**src/rtl/uart_pkg.sv**
```systemverilog
// Shared UART definitions: frame state encoding, bit-period helper and data width.
// Used by both the receiver and the transmitter.
package uart_pkg;

  localparam int unsigned DATA_BITS = 8;

  typedef enum logic [2:0] {
    IDLE,
    START,
    DATA,
    STOP,
    PARITY
  } uart_state_t;

  function automatic int unsigned calc_clks_per_bit(input int unsigned clk_frequency,
                                                    input int unsigned baud_rate);
    return clk_frequency / baud_rate;
  endfunction

endpackage

```
**src/rtl/uart_sync2.sv**
```systemverilog
// Generic two-flop synchroniser with a configurable reset value.
// Serves both as the rxd input synchroniser and as the reset-deassertion synchroniser.
module uart_sync2 #(
  parameter logic RESET_VALUE = 1'b1
) (
  input  logic clk,
  input  logic rst_n,
  input  logic d,
  output logic q
);

  logic meta;

  always_ff @(posedge clk or negedge rst_n) begin
    if (!rst_n) begin
      meta <= RESET_VALUE;
      q    <= RESET_VALUE;
    end else begin
      meta <= d;
      q    <= meta;
    end
  end

endmodule

```
**src/rtl/uart_rx_rtl.sv**
```systemverilog
// UART receiver: 8N1 by default, 8E1 with rx_parity_err when UART_RX_PARITY_EN is defined.
// Mid-bit sampling from a baud counter; one-entry holding register with valid/ready handshake.
module uart_rx_rtl
  import uart_pkg::*;
#(
  parameter int unsigned CLK_FREQUENCY = 50_000_000,
  parameter int unsigned BAUD_RATE     = 115200
) (
  input  logic       clk,
  input  logic       rst_n,
  input  logic       rxd,
  output logic [7:0] rx_data,
  output logic       rx_valid,
  input  logic       rx_ready,
  output logic       rx_frame_err,
  output logic       rx_overrun
`ifdef UART_RX_PARITY_EN
  ,
  output logic       rx_parity_err
`endif
);

  localparam int unsigned CLKS_PER_BIT = calc_clks_per_bit(CLK_FREQUENCY, BAUD_RATE);
  localparam int unsigned HALF_BIT     = CLKS_PER_BIT / 2;
  localparam int unsigned CNT_W        = $clog2(CLKS_PER_BIT);
  localparam int unsigned IDX_W        = $clog2(DATA_BITS);

  typedef logic [CNT_W-1:0] cnt_t;
  typedef logic [IDX_W-1:0] idx_t;

  localparam cnt_t BIT_LAST  = cnt_t'(CLKS_PER_BIT - 1);
  localparam cnt_t HALF_LAST = cnt_t'(HALF_BIT - 1);
  localparam idx_t IDX_LAST  = idx_t'(DATA_BITS - 1);

  if (CLKS_PER_BIT < 4) begin : g_cpb_check
    $error("uart_rx_rtl: CLKS_PER_BIT must be at least 4");
  end

  logic                 rst_int_n;
  logic                 rxd_s;
  logic                 rxd_prev;
  uart_state_t          state;
  uart_state_t          state_next;
  cnt_t                 cnt;
  idx_t                 bit_idx;
  logic [DATA_BITS-1:0] shift;
  logic                 half_tick;
  logic                 bit_tick;
  logic                 cnt_clr;
  logic                 shift_en;
  logic                 stop_tick;
  logic                 frame_bad;
  logic                 par_bad;
  logic                 byte_done;

  // Reset asserts asynchronously but releases two clocks later, on a clock edge.
  uart_sync2 #(.RESET_VALUE(1'b0)) u_rst_sync (
    .clk   (clk),
    .rst_n (rst_n),
    .d     (1'b1),
    .q     (rst_int_n)
  );

  uart_sync2 #(.RESET_VALUE(1'b1)) u_rxd_sync (
    .clk   (clk),
    .rst_n (rst_int_n),
    .d     (rxd),
    .q     (rxd_s)
  );

  assign half_tick = (cnt == HALF_LAST);
  assign bit_tick  = (cnt == BIT_LAST);

  always_ff @(posedge clk or negedge rst_int_n) begin
    if (!rst_int_n) begin
      state    <= IDLE;
      rxd_prev <= 1'b1;
    end else begin
      state    <= state_next;
      rxd_prev <= rxd_s;
    end
  end

  // IDLE waits for a 1->0 edge so a line held low after a framing error is not re-taken.
  always_comb begin
    state_next = state;
    case (state)
      IDLE:  if (rxd_prev && !rxd_s) state_next = START;
      START: if (half_tick) state_next = rxd_s ? IDLE : DATA;
      DATA:  if (bit_tick && (bit_idx == IDX_LAST)) begin
`ifdef UART_RX_PARITY_EN
               state_next = PARITY;
`else
               state_next = STOP;
`endif
             end
`ifdef UART_RX_PARITY_EN
      PARITY: if (bit_tick) state_next = STOP;
`endif
      STOP:  if (bit_tick) state_next = IDLE;
      default: state_next = IDLE;
    endcase
  end

  always_comb begin
    cnt_clr   = (state == IDLE) || (state_next != state) || bit_tick;
    shift_en  = (state == DATA) && bit_tick;
    stop_tick = (state == STOP) && bit_tick;
  end

  always_ff @(posedge clk or negedge rst_int_n) begin
    if (!rst_int_n) begin
      cnt     <= '0;
      bit_idx <= '0;
      shift   <= '0;
    end else begin
      cnt <= cnt_clr ? '0 : cnt + 1'b1;
      if (state != DATA) begin
        bit_idx <= '0;
      end else if (shift_en) begin
        bit_idx <= bit_idx + 1'b1;
      end
      if (shift_en) begin
        shift <= {rxd_s, shift[DATA_BITS-1:1]};
      end
    end
  end

`ifdef UART_RX_PARITY_EN
  logic par_bit;

  always_ff @(posedge clk or negedge rst_int_n) begin
    if (!rst_int_n) begin
      par_bit <= 1'b0;
    end else if ((state == PARITY) && bit_tick) begin
      par_bit <= rxd_s;
    end
  end

  assign par_bad = stop_tick && rxd_s && (^{shift, par_bit});
`else
  assign par_bad = 1'b0;
`endif

  assign frame_bad = stop_tick && !rxd_s;
  assign byte_done = stop_tick && rxd_s && !par_bad;

  // A completing byte may replace the held one only if it is being consumed this same cycle.
  always_ff @(posedge clk or negedge rst_int_n) begin
    if (!rst_int_n) begin
      rx_data      <= '0;
      rx_valid     <= 1'b0;
      rx_frame_err <= 1'b0;
      rx_overrun   <= 1'b0;
    end else begin
      rx_frame_err <= frame_bad;
      rx_overrun   <= byte_done && rx_valid && !rx_ready;
      if (byte_done && (!rx_valid || rx_ready)) begin
        rx_data  <= shift;
        rx_valid <= 1'b1;
      end else if (rx_valid && rx_ready) begin
        rx_valid <= 1'b0;
      end
    end
  end

`ifdef UART_RX_PARITY_EN
  always_ff @(posedge clk or negedge rst_int_n) begin
    if (!rst_int_n) begin
      rx_parity_err <= 1'b0;
    end else begin
      rx_parity_err <= par_bad;
    end
  end
`endif

endmodule

```
**config.mk**
```make
export PLATFORM = sky130hd
export DESIGN_NAME = uart_rx_rtl
export DESIGN_NICKNAME = d
export VERILOG_FILES = /design/src/rtl/uart_pkg.sv /design/src/rtl/uart_sync2.sv /design/src/rtl/uart_rx_rtl.sv
export SDC_FILE = /design/constraint.sdc
export NUM_CORES = 1
export LEC_CHECK = 0
export CAP_MARGIN = 20
export CELL_PAD_IN_SITES_DETAIL_PLACEMENT = 2
export CELL_PAD_IN_SITES_GLOBAL_PLACEMENT = 2
export CORE_AREA = 3 3 89 57
export CTS_CLUSTER_DIAMETER = 30
export DETAILED_ROUTE_END_ITERATION = 16
export DIE_AREA = 0 0 92 60
export DONT_BUFFER_PORTS = 1
export HOLD_SLACK_MARGIN = 0.05
export PLACE_DENSITY_LB_ADDON = 0.1
export SYNTH_ARGS = -nofsm -noshare
export SYNTH_HDL_FRONTEND = slang
export SYNTH_HIERARCHICAL = 1
export SYNTH_SLANG_ARGS = --single-unit
```
**constraint.sdc**
```tcl
create_clock -name clk -period 1.1 [get_ports clk]
set_input_delay 0.11 -clock clk [delete_from_list [all_inputs] [get_ports clk]]
set_output_delay 0.11 -clock clk [all_outputs]
set_load 0.005 [all_outputs]
```
; ---- Yosys cells after proc, flatten, opt, wreduce, memory -nomap -nowiden
; Index checks and enable logic that the tools add are counted.
; Widths: inputs -> output; s select.
[word_totals]
ff_bits = 39
elab_cells = 53
[op_classes]
n_addsub = 2
eq_ne = 8
n_mux = 11
n_reduce_logical = 19
[ops]
columns = op, n
row1 = $mux 3, 6
row2 = $pmux 3 s4, 1
row3 = $logic_and 1x1->1, 10
row4 = $add 9x1->9 const B, 1
row5 = $eq 9x8->1 const B, 1
row6 = $eq 9x9->1 const B, 1
row7 = $mux 9, 1
row8 = $eq 3x2->1 const B, 2
row9 = $reduce_bool 2->1, 2
row10 = $add 3x1->3 const B, 1
row11 = $eq 3x1->1 const B, 1
row12 = $eq 3x3->1 const B, 1
row13 = $logic_not 1->1, 3
row14 = $logic_not 3->1, 1
row15 = $logic_or 1x1->1, 3
row16 = $ne 3x2->1 const B, 1
row17 = $ne 3x3->1, 1
row18 = $mux 1, 2
row19 = $mux 2, 1

; ---- Logic depth before layout (Yosys ltp)
; Gate-level depths: netlist of the first run.
[logic_depth]
depth_word = 8
mapped_depth = 8
depth_no_buf = 6

; ---- Cells and area by module
; The synthesis of the first run kept the hierarchy.
[by_module_without_submodules]
columns = mod, n_inst, cells_per_inst, area_per_inst_um2, seq_area_each_um2
row1 = uart_rx_rtl, 1, 125, 1531.5, 877.1
row2 = uart_sync2 at u_rxd_sync, 1, 2, 52.6, 52.6
row3 = uart_sync2 at u_rst_sync, 1, 2, 50.0, 50.0

; ---- Least setup slack after synthesis of the first run
; No wires, ideal clock.
[synth_path]
path_type = reg2reg
startpoint = reg cnt[1]
endpoint = reg rx_data[0]
setup_ns = 0.125
arrival_time_ns = 1.687
required_time_ns = 0.975
path_slack_ns = -0.712
path_stages_with_launch = 9
synth_period_minus_slack_ns = 1.812
cell_sequence = dfrtp_1 -> inv_1 -> ha_1 -> nand4b_1 -> nor4_2 -> buf_4 -> and4b_1 -> buf_6 -> mux2_2
[synth_between]
elab_chain_cells = 4
[synth_rtl]
columns = item, line
row1 = start: declaration, uart_rx_rtl.sv:44  ; cnt_t cnt;
row2 = start signal: assignment, uart_rx_rtl.sv:117  ; cnt <= cnt_clr ? '0 : cnt + 1'b1;
row3 = $eq 9x9->1, uart_rx_rtl.sv:72  ; assign bit_tick = (cnt == BIT_LAST);
row4 = $logic_and 1x1->1, uart_rx_rtl.sv:108  ; stop_tick = (state == STOP) && bit_tick;
row5 = $logic_and 1x1->1, uart_rx_rtl.sv:146  ; assign byte_done = stop_tick && rxd_s && !par_bad;
row6 = $logic_and 1x1->1, uart_rx_rtl.sv:158  ; if (byte_done && (!rx_valid || rx_ready)) begin
row7 = end signal: assignment, uart_rx_rtl.sv:159  ; rx_data <= shift;
row8 = end: declaration, uart_rx_rtl.sv:12  ; output logic [7:0] rx_data,
; No other way between the ends.
; A chain may end at the register's enable or synchronous reset.

; ---- Worst setup path after layout of the first run
[layout_path]
startpoint = reg cnt[1]
endpoint = reg rx_data[1]
; The elaborated chain is that of the path after synthesis.

==> results.toml, run 1 <==
[outcome]
status = "finished, violations left"
violations = "setup timing"

[global_route]
grt_start_max_net_pins = 37
track_usage_pct = 20.1
antenna_found_initial = 0
grt_pass1_vias = 1414
grt_pass1_wl_um = 8140
grt_overflow = 0

[route]
drt_first_iter_violations = 26
ant_nets = 0
post_drt_wl_per_cell_um = 24.9
vias = 1196
routed_wl_um = 5900
via_per_inst = 5.05
drc = 0
first_pass_iters = 4

[final_layout]
drive_gt1_share_pct = 53.7
layout_common_cells = "35 x dfrtp_1, 34 x buf_4, 9 x mux2_4, 8 x nor2_1, 7 x mux2_2"
syn_to_final_growth_pct = 46.4
layout_commonest_cell = "dfrtp_1"
num_antenna_cells = 0
layout.nets = 185

[yosys]
yosys.area_share.simple_pct = 15.4
syn-cell-area_sq_mm = 0.00163
ys_seq_elements = 39
ys_seq_area_share_pct = 60.0
synth_xor_area_share_pct = 3.75
synth_edf_count = 0
muxShareOfSynthArea_pct = 12.3
syn_avg_cell_area_sq_um = 12.7
ys.flop_type = "dfrtp_1"
synth_top_family_by_area = "simple AND/OR/NAND/NOR gates"
synthCells = 129
synth-compound-area-share_pct = 2.07
ys_async_sr_fraction_pct = 100
syn_nets = 138
synth_fa_ha_area_share_pct = 3.83
synth-warning-count = 6
synthDistinctLibCells = 33

[power_and_ir_drop]
p_switching_uw = 657
switching_share_pct = 21.4
power_density_mw_per_mm2 = 1290
power_frac_seq_pct = 47.7
power_leakage_uw = 0.00111
peakVddDrop_mv = 1.69
power_frac_comb_pct = 4.6
p_clk_share_pct = 47.7
p_int_uw = 2420

[cts]
root_buffer = "clkbuf_8"
clk_path_buf_depth = 2
insertion_delay_ps = 300
numCtsBuffers = 5
cts_htree_levels = 2
cts_tree = "built"
cts_sinks = 39
clkTransAtPathRegs_ps = 90

[worst_setup_path]
rr_startpoint = "cnt[1]$_DFF_PN0_"
cp-start-kind = "register"
critical_path_class = "reg -> reg"
cp.required_ps = 1280
cp_max_fo = 8
critical_path.startpoint = "cnt[1]$_DFF_PN0_"
endpoint_kind = "register"
reg2reg_setup_slack_ps = -800
r2r_end = "rx_data[1]$_DFFE_PN0P_"
endpoint = "rx_data[1]$_DFFE_PN0P_"
arrival_ps = 2080
r2r_cells = 7

[min_path]
hold_start = "rx_ready"
hold_path_class = "in -> reg"

[floorplanning]
fp.dieH_um = 60
io_pins = 15
rows = 18
dieWidth_um = 92
initial_core_util_pct = 39.0
core_area_sq_mm = 0.00419
die_area_sq_mm = 0.00552

[sta]
skew_ps = 16.6
timing.final.crit_share_pct = 173
holdWs_ps = 189
rsz0062_at_grt = "yes"
setup_ws_ps = -800
final-hold-violation-count = 0
finalCriticalPeriod_ps = 1900
max_freq_mhz = 526
setup_violations = 33
drv_slew = 0

[placement]
dp_slack_ps = -801
dp_hpwl_um = 3100
routabilityCongestion = 0.731
port-buffer-count = 0

[job]
maxCapViolCount = 0
-- cell usage after synthesis (2+ instances only) --
| master | n | area share [%] |
|---|---|---|
| clkbuf_1 | 2 | 0.46 |
| nor2b_1 | 2 | 0.77 |
| dfrtp_1 | 36 | 55 |
| a21oi_1 | 2 | 0.61 |
| mux2i_1 | 2 | 1.2 |
| nand2b_1 | 3 | 1.1 |
| nand3_1 | 2 | 0.61 |
| xnor2_1 | 4 | 2.1 |
| or2_2 | 2 | 0.77 |
| nand4_1 | 3 | 1.1 |
| xor2_1 | 3 | 1.6 |
| nor2_1 | 14 | 3.2 |
| nand2_1 | 7 | 1.6 |
| nor4_1 | 2 | 0.77 |
| conb_1 | 2 | 0.46 |
| mux2_2 | 16 | 11 |
| nor3b_1 | 3 | 1.4 |
| inv_1 | 3 | 0.69 |
| ha_1 | 5 | 3.8 |
| dfstp_2 | 3 | 4.8 |
-- critical path, cell delays in order (launching register included) --
cell	delay (ps)
dfrtp_1	400
inv_2	90
ha_4	120
nand4b_1	130
nor4_4	260
and4b_1	320
buf_12	160
mux2_4	310
-- power by group through the flow --
stage / registers [uW] / clock network (uW) / logic (uW)
final: 1470 / 1470 / 141
after global routing: 1470 / 1550 / 155
after CTS: 1470 / 1440 / 125
after detailed placement: 1490 / 0 / 95.4
after global placement: 1490 / 0 / 90.0
after floorplan: 1510 / 0 / 27.8
-- layout make-up --
type / count / area (sq um)
inverters: 3 / 11.3
clock buffers: 6 / 72.6
repair buffers: 44 / 382
fillers: 389 / 1800
flip-flops and latches: 39 / 981
clock inverters: 2 / 60.1
well taps: 60 / 75.1
multi-input cells: 83 / 811
-- registers in the layout, indices dropped and copies added, names as in the netlist --
signal	count
cnt	9
rx_data	8
shift	8
bit_idx	3
state	3
rx_frame_err	1
rx_overrun	1
rx_valid	1
rxd_prev	1
u_rst_sync/meta	1
u_rst_sync/q	1
u_rxd_sync/meta	1
u_rxd_sync/q	1
-- kinds of logic after synthesis --
| logic type | Yosys count |
|---|---|
| and+or+nand+nor | 46 |
| DFF | 39 |
| adders and majority gates | 5 |
| other | 2 |
| buffers and inverters | 7 |
| AOI/OAI and AO/OA | 5 |
| muxes | 18 |
| xor gates and xnor gates | 7 |
-- timing repair --
action / 4_1_cts / 5_1_grt
hold buffers: 3 / 0
hold endpoints to repair: 3 / 0
pin swaps: 11 / 9
buffers inserted: 7 / 4
resized for setup: 30 / 17
setup endpoints to repair: 33 / 33
-- metal layers --
metal,share of wire [%],global-route usage [%]
met5,0,0
met3,2.1,3.77
met4,0.53,3.17
met2,51,36.2
met1,47,26.1
-- how the worst min path moves through the flow --
stage / to / slack [ps] / cells after the start
after global routing: rx_overrun$_DFF_PN0_ / 190 / 3
after global placement: u_rst_sync/meta$_DFF_PN0_ / -190 / 0
after floorplan: u_rst_sync/meta$_DFF_PN0_ / -190 / 0
after detailed placement: u_rst_sync/meta$_DFF_PN0_ / -190 / 0
after CTS: rx_overrun$_DFF_PN0_ / 160 / 3
final: rx_overrun$_DFF_PN0_ / 190 / 3
-- stage by stage --
step / power [uW] / util [%] / cell area (sq um) / TNS, ps / cells
after floorplan: 1540 / - / 1640 / -15070 / 129
after detailed placement: 1590 / 46.9 / 1960 / -20710 / 218
final: 3080 / 57.1 / 2390 / -23160 / 237
after CTS: 3030 / 54.9 / 2300 / -20480 / 234
after global routing: 3170 / 57.1 / 2390 / -25230 / 237
after global placement: 1580 / 46.9 / 1960 / -18830 / 218
No activity file was read; power rests on OpenSTA's default activity.
==> run 2, diff against run 1 <==
--- a/config.mk
+++ b/config.mk
@@ -5,16 +5,19 @@
 export SDC_FILE = /design/constraint.sdc
 export NUM_CORES = 1
 export LEC_CHECK = 0
+export ABC_AREA = 1
 export CAP_MARGIN = 20
 export CELL_PAD_IN_SITES_DETAIL_PLACEMENT = 2
 export CELL_PAD_IN_SITES_GLOBAL_PLACEMENT = 2
-export CORE_AREA = 3 3 89 57
+export CORE_AREA = 3 3 95 61
 export CTS_CLUSTER_DIAMETER = 30
 export DETAILED_ROUTE_END_ITERATION = 16
-export DIE_AREA = 0 0 92 60
+export DIE_AREA = 0 0 98 64
 export DONT_BUFFER_PORTS = 1
 export HOLD_SLACK_MARGIN = 0.05
+export MAX_ROUTING_LAYER = met4
 export PLACE_DENSITY_LB_ADDON = 0.1
+export SETUP_SLACK_MARGIN = 0.15
 export SYNTH_ARGS = -nofsm -noshare
 export SYNTH_HDL_FRONTEND = slang
 export SYNTH_HIERARCHICAL = 1
==> results.toml, run 2 <==
[sta]
setup_violations = 33
skew_ps = 4.79
worst_slew_pin_slew_ps = 566
drv_slew = 0
finalCriticalPeriod_ps = 1700
max_slew_margin_pct = 62.0
setup_ws_ps = -597
rsz0062_at_grt = "yes"
timing.final.crit_share_pct = 154
holdWs_ps = 192
max_freq_mhz = 589
final-hold-violation-count = 0

[route]
post_drt_wl_per_cell_um = 20.2
routed_wl_um = 5910
via_per_inst = 4.88
first_pass_iters = 4
vias = 1426
drc = 0
ant_nets = 0
drt_first_iter_violations = 61

[worst_setup_path]
crit_chain = "inv_1 > nor3_1 > a21oi_4 > nand4_1 > buf_6 > nand2_8 > nor2_2"
crit_path_max_incr_delay_ps = 460
cp-start-kind = "register"
cp.required_ps = 1310
arrival_ps = 1910
critical_path_class = "reg -> reg"
cp_max_fo = 5
endpoint_kind = "register"
cp_top_family = "simple AND/OR/NAND/NOR gates"
rr_startpoint = "state[0]$_DFF_PN0_"
cp_slowest_cell = "nor3_1"
critical_path.startpoint = "state[0]$_DFF_PN0_"
path_buf_inv = 2

[final_layout]
largestRegisters = "cnt (9), rx_data (8), shift (8)"
stdcell_area_sq_mm = 0.00249
num_antenna_cells = 0
layout.nets = 234
layout_commonest_cell = "dfrtp_1"
largest_register_ffs = 9
layout_common_cells = "34 x dfrtp_1, 31 x buf_4, 27 x nand2_1, 18 x inv_1, 14 x nand2_2"
syn_to_final_growth_pct = 45.0
drive_gt1_share_pct = 46.9
largest-register = "cnt"

[yosys]
synthCells = 177
ys.flop_type = "dfrtp_1"
synth_edf_count = 0
synth.most_common_cell = "nand2_1"
ys_async_sr_fraction_pct = 100
syn_nets = 186
ys_seq_elements = 39
synth_top_area_share_pct = 52.5
syn_avg_cell_area_sq_um = 9.69
synth_top_area_cell = "dfrtp_1"
synth.top_cells.by_count = "43 x nand2_1, 36 x dfrtp_1, 23 x nor2_1"
synthTopCellsByArea = "dfrtp_1 53%, nand2_1 9.4%, nor2_1 5.0%"
synthDistinctLibCells = 24
syn-cell-area_sq_mm = 0.00172
ys_seq_area_share_pct = 57.1
synth-warning-count = 6

[global_route]
grt_start_max_net_pins = 20
antenna_found_initial = 0
grt_overflow = 0
grt_pass1_vias = 1577
track_usage_pct = 18.6
grt_pass1_wl_um = 8630

[placement]
routabilityCongestion = 0.776
dp_hpwl_um = 3570
port-buffer-count = 0
placed_cell_area_sq_mm = 0.00200

[cts]
root_buffer = "clkbuf_8"
numCtsBuffers = 5
clk_path_buf_depth = 2
cts_htree_levels = 2
insertion_delay_ps = 290
cts_tree = "built"
cts_sinks = 39
clkTransAtPathRegs_ps = 80

[power_and_ir_drop]
peakVddDrop_mv = 0.588
power_leakage_uw = 0.00117
power_uw = 2890
power_density_mw_per_mm2 = 1160

[min_path]
hold_start = "rx_ready"
hold_path_class = "in -> reg"

[outcome]
status = "finished, violations left"
violations = "setup timing"

[floorplanning]
io_pins = 15
rows = 20
core_area_sq_mm = 0.00498
initial_core_util_pct = 34.4
fp.dieH_um = 64
die_area_sq_mm = 0.00627
dieWidth_um = 98

[job]
maxCapViolCount = 0
==> run 2: power by group <==
group	switching [uW]	total (uW)	internal, uW
clock	515	1190	679
sequential	32.9	1490	1460
combinational	113	203	90.0
==> run 2: path summary, 6_finish.rpt <==
path,endpoint,slack (ps),cells after the start
max,cnt[0]$_DFF_PN0_,-600,7
min,rx_overrun$_DFF_PN0_,190,3
max reg2reg,cnt[0]$_DFF_PN0_,-600,7
min reg2reg,cnt[4]$_DFF_PN0_,200,0
max in group asynchronous,u_rst_sync/q$_DFF_PN0_,400,2
min in group asynchronous,cnt[4]$_DFF_PN0_,200,0
==> run 2: logic make-up after synthesis <==
logic type                 synth area share [%]
DFF                                        57.1
other                                     0.438
xor gates and xnor gates                   3.06
buffers and inverters                      6.64
adders and majority gates                  3.65
and+or+nand+nor                            22.9
AOI/OAI and AO/OA                          6.20
==> run 2: repair_timing <==
| item | CTS | global route |
|---|---|---|
| setup endpoints to repair | 33 | 34 |
| setup buffers | 7 | 3 |
| resized for setup | 31 | 33 |
| pin swaps | 9 | 13 |
| endpoints found under the hold margin | 3 | 0 |
| gates cloned | 3 | 0 |
| hold buffers | 3 | 0 |
==> run 2: metrics by stage <==
stage | setup TNS, ps | util (%) | cells | worst slack (ps)
after detailed placement | -15350 | 40.2 | 268 | -598
after CTS | -15300 | 46.7 | 289 | -529
after global routing | -18900 | 49.9 | 292 | -707
final | -15980 | 49.9 | 292 | -597
after global placement | -12480 | 40.2 | 268 | -494
after floorplan | -7340 | - | 177 | -312
==> run 2: final cells by class <==
cell class	instances	area, sq um
Timing Repair Buffer	40	339
Multi-Input combinational cell	116	878
Sequential cell	39	982
Clock buffer	7	76.3
Inverter	23	98.8
Fill cell	518	2490
Clock inverter	1	30.0
Tap cell	66	82.6
==> run 2: worst register-to-register path, delay by kind of cell (launching register included) <==
family                 cells  cell delay, ps
flip-flops                 1             440
AND/OR/NAND/NOR            4             770
AO/OA/AOI/OAI              1             120
buffers and inverters      2             280
==> run 2: layer usage <==
metal	GRT usage (%)	share of wire, %	vias up
li1	-	-	651
met1	24.8	46	743
met2	29.7	49	22
met3	4.47	3.1	10
met4	2.42	2.1	0
met5	-	0	-
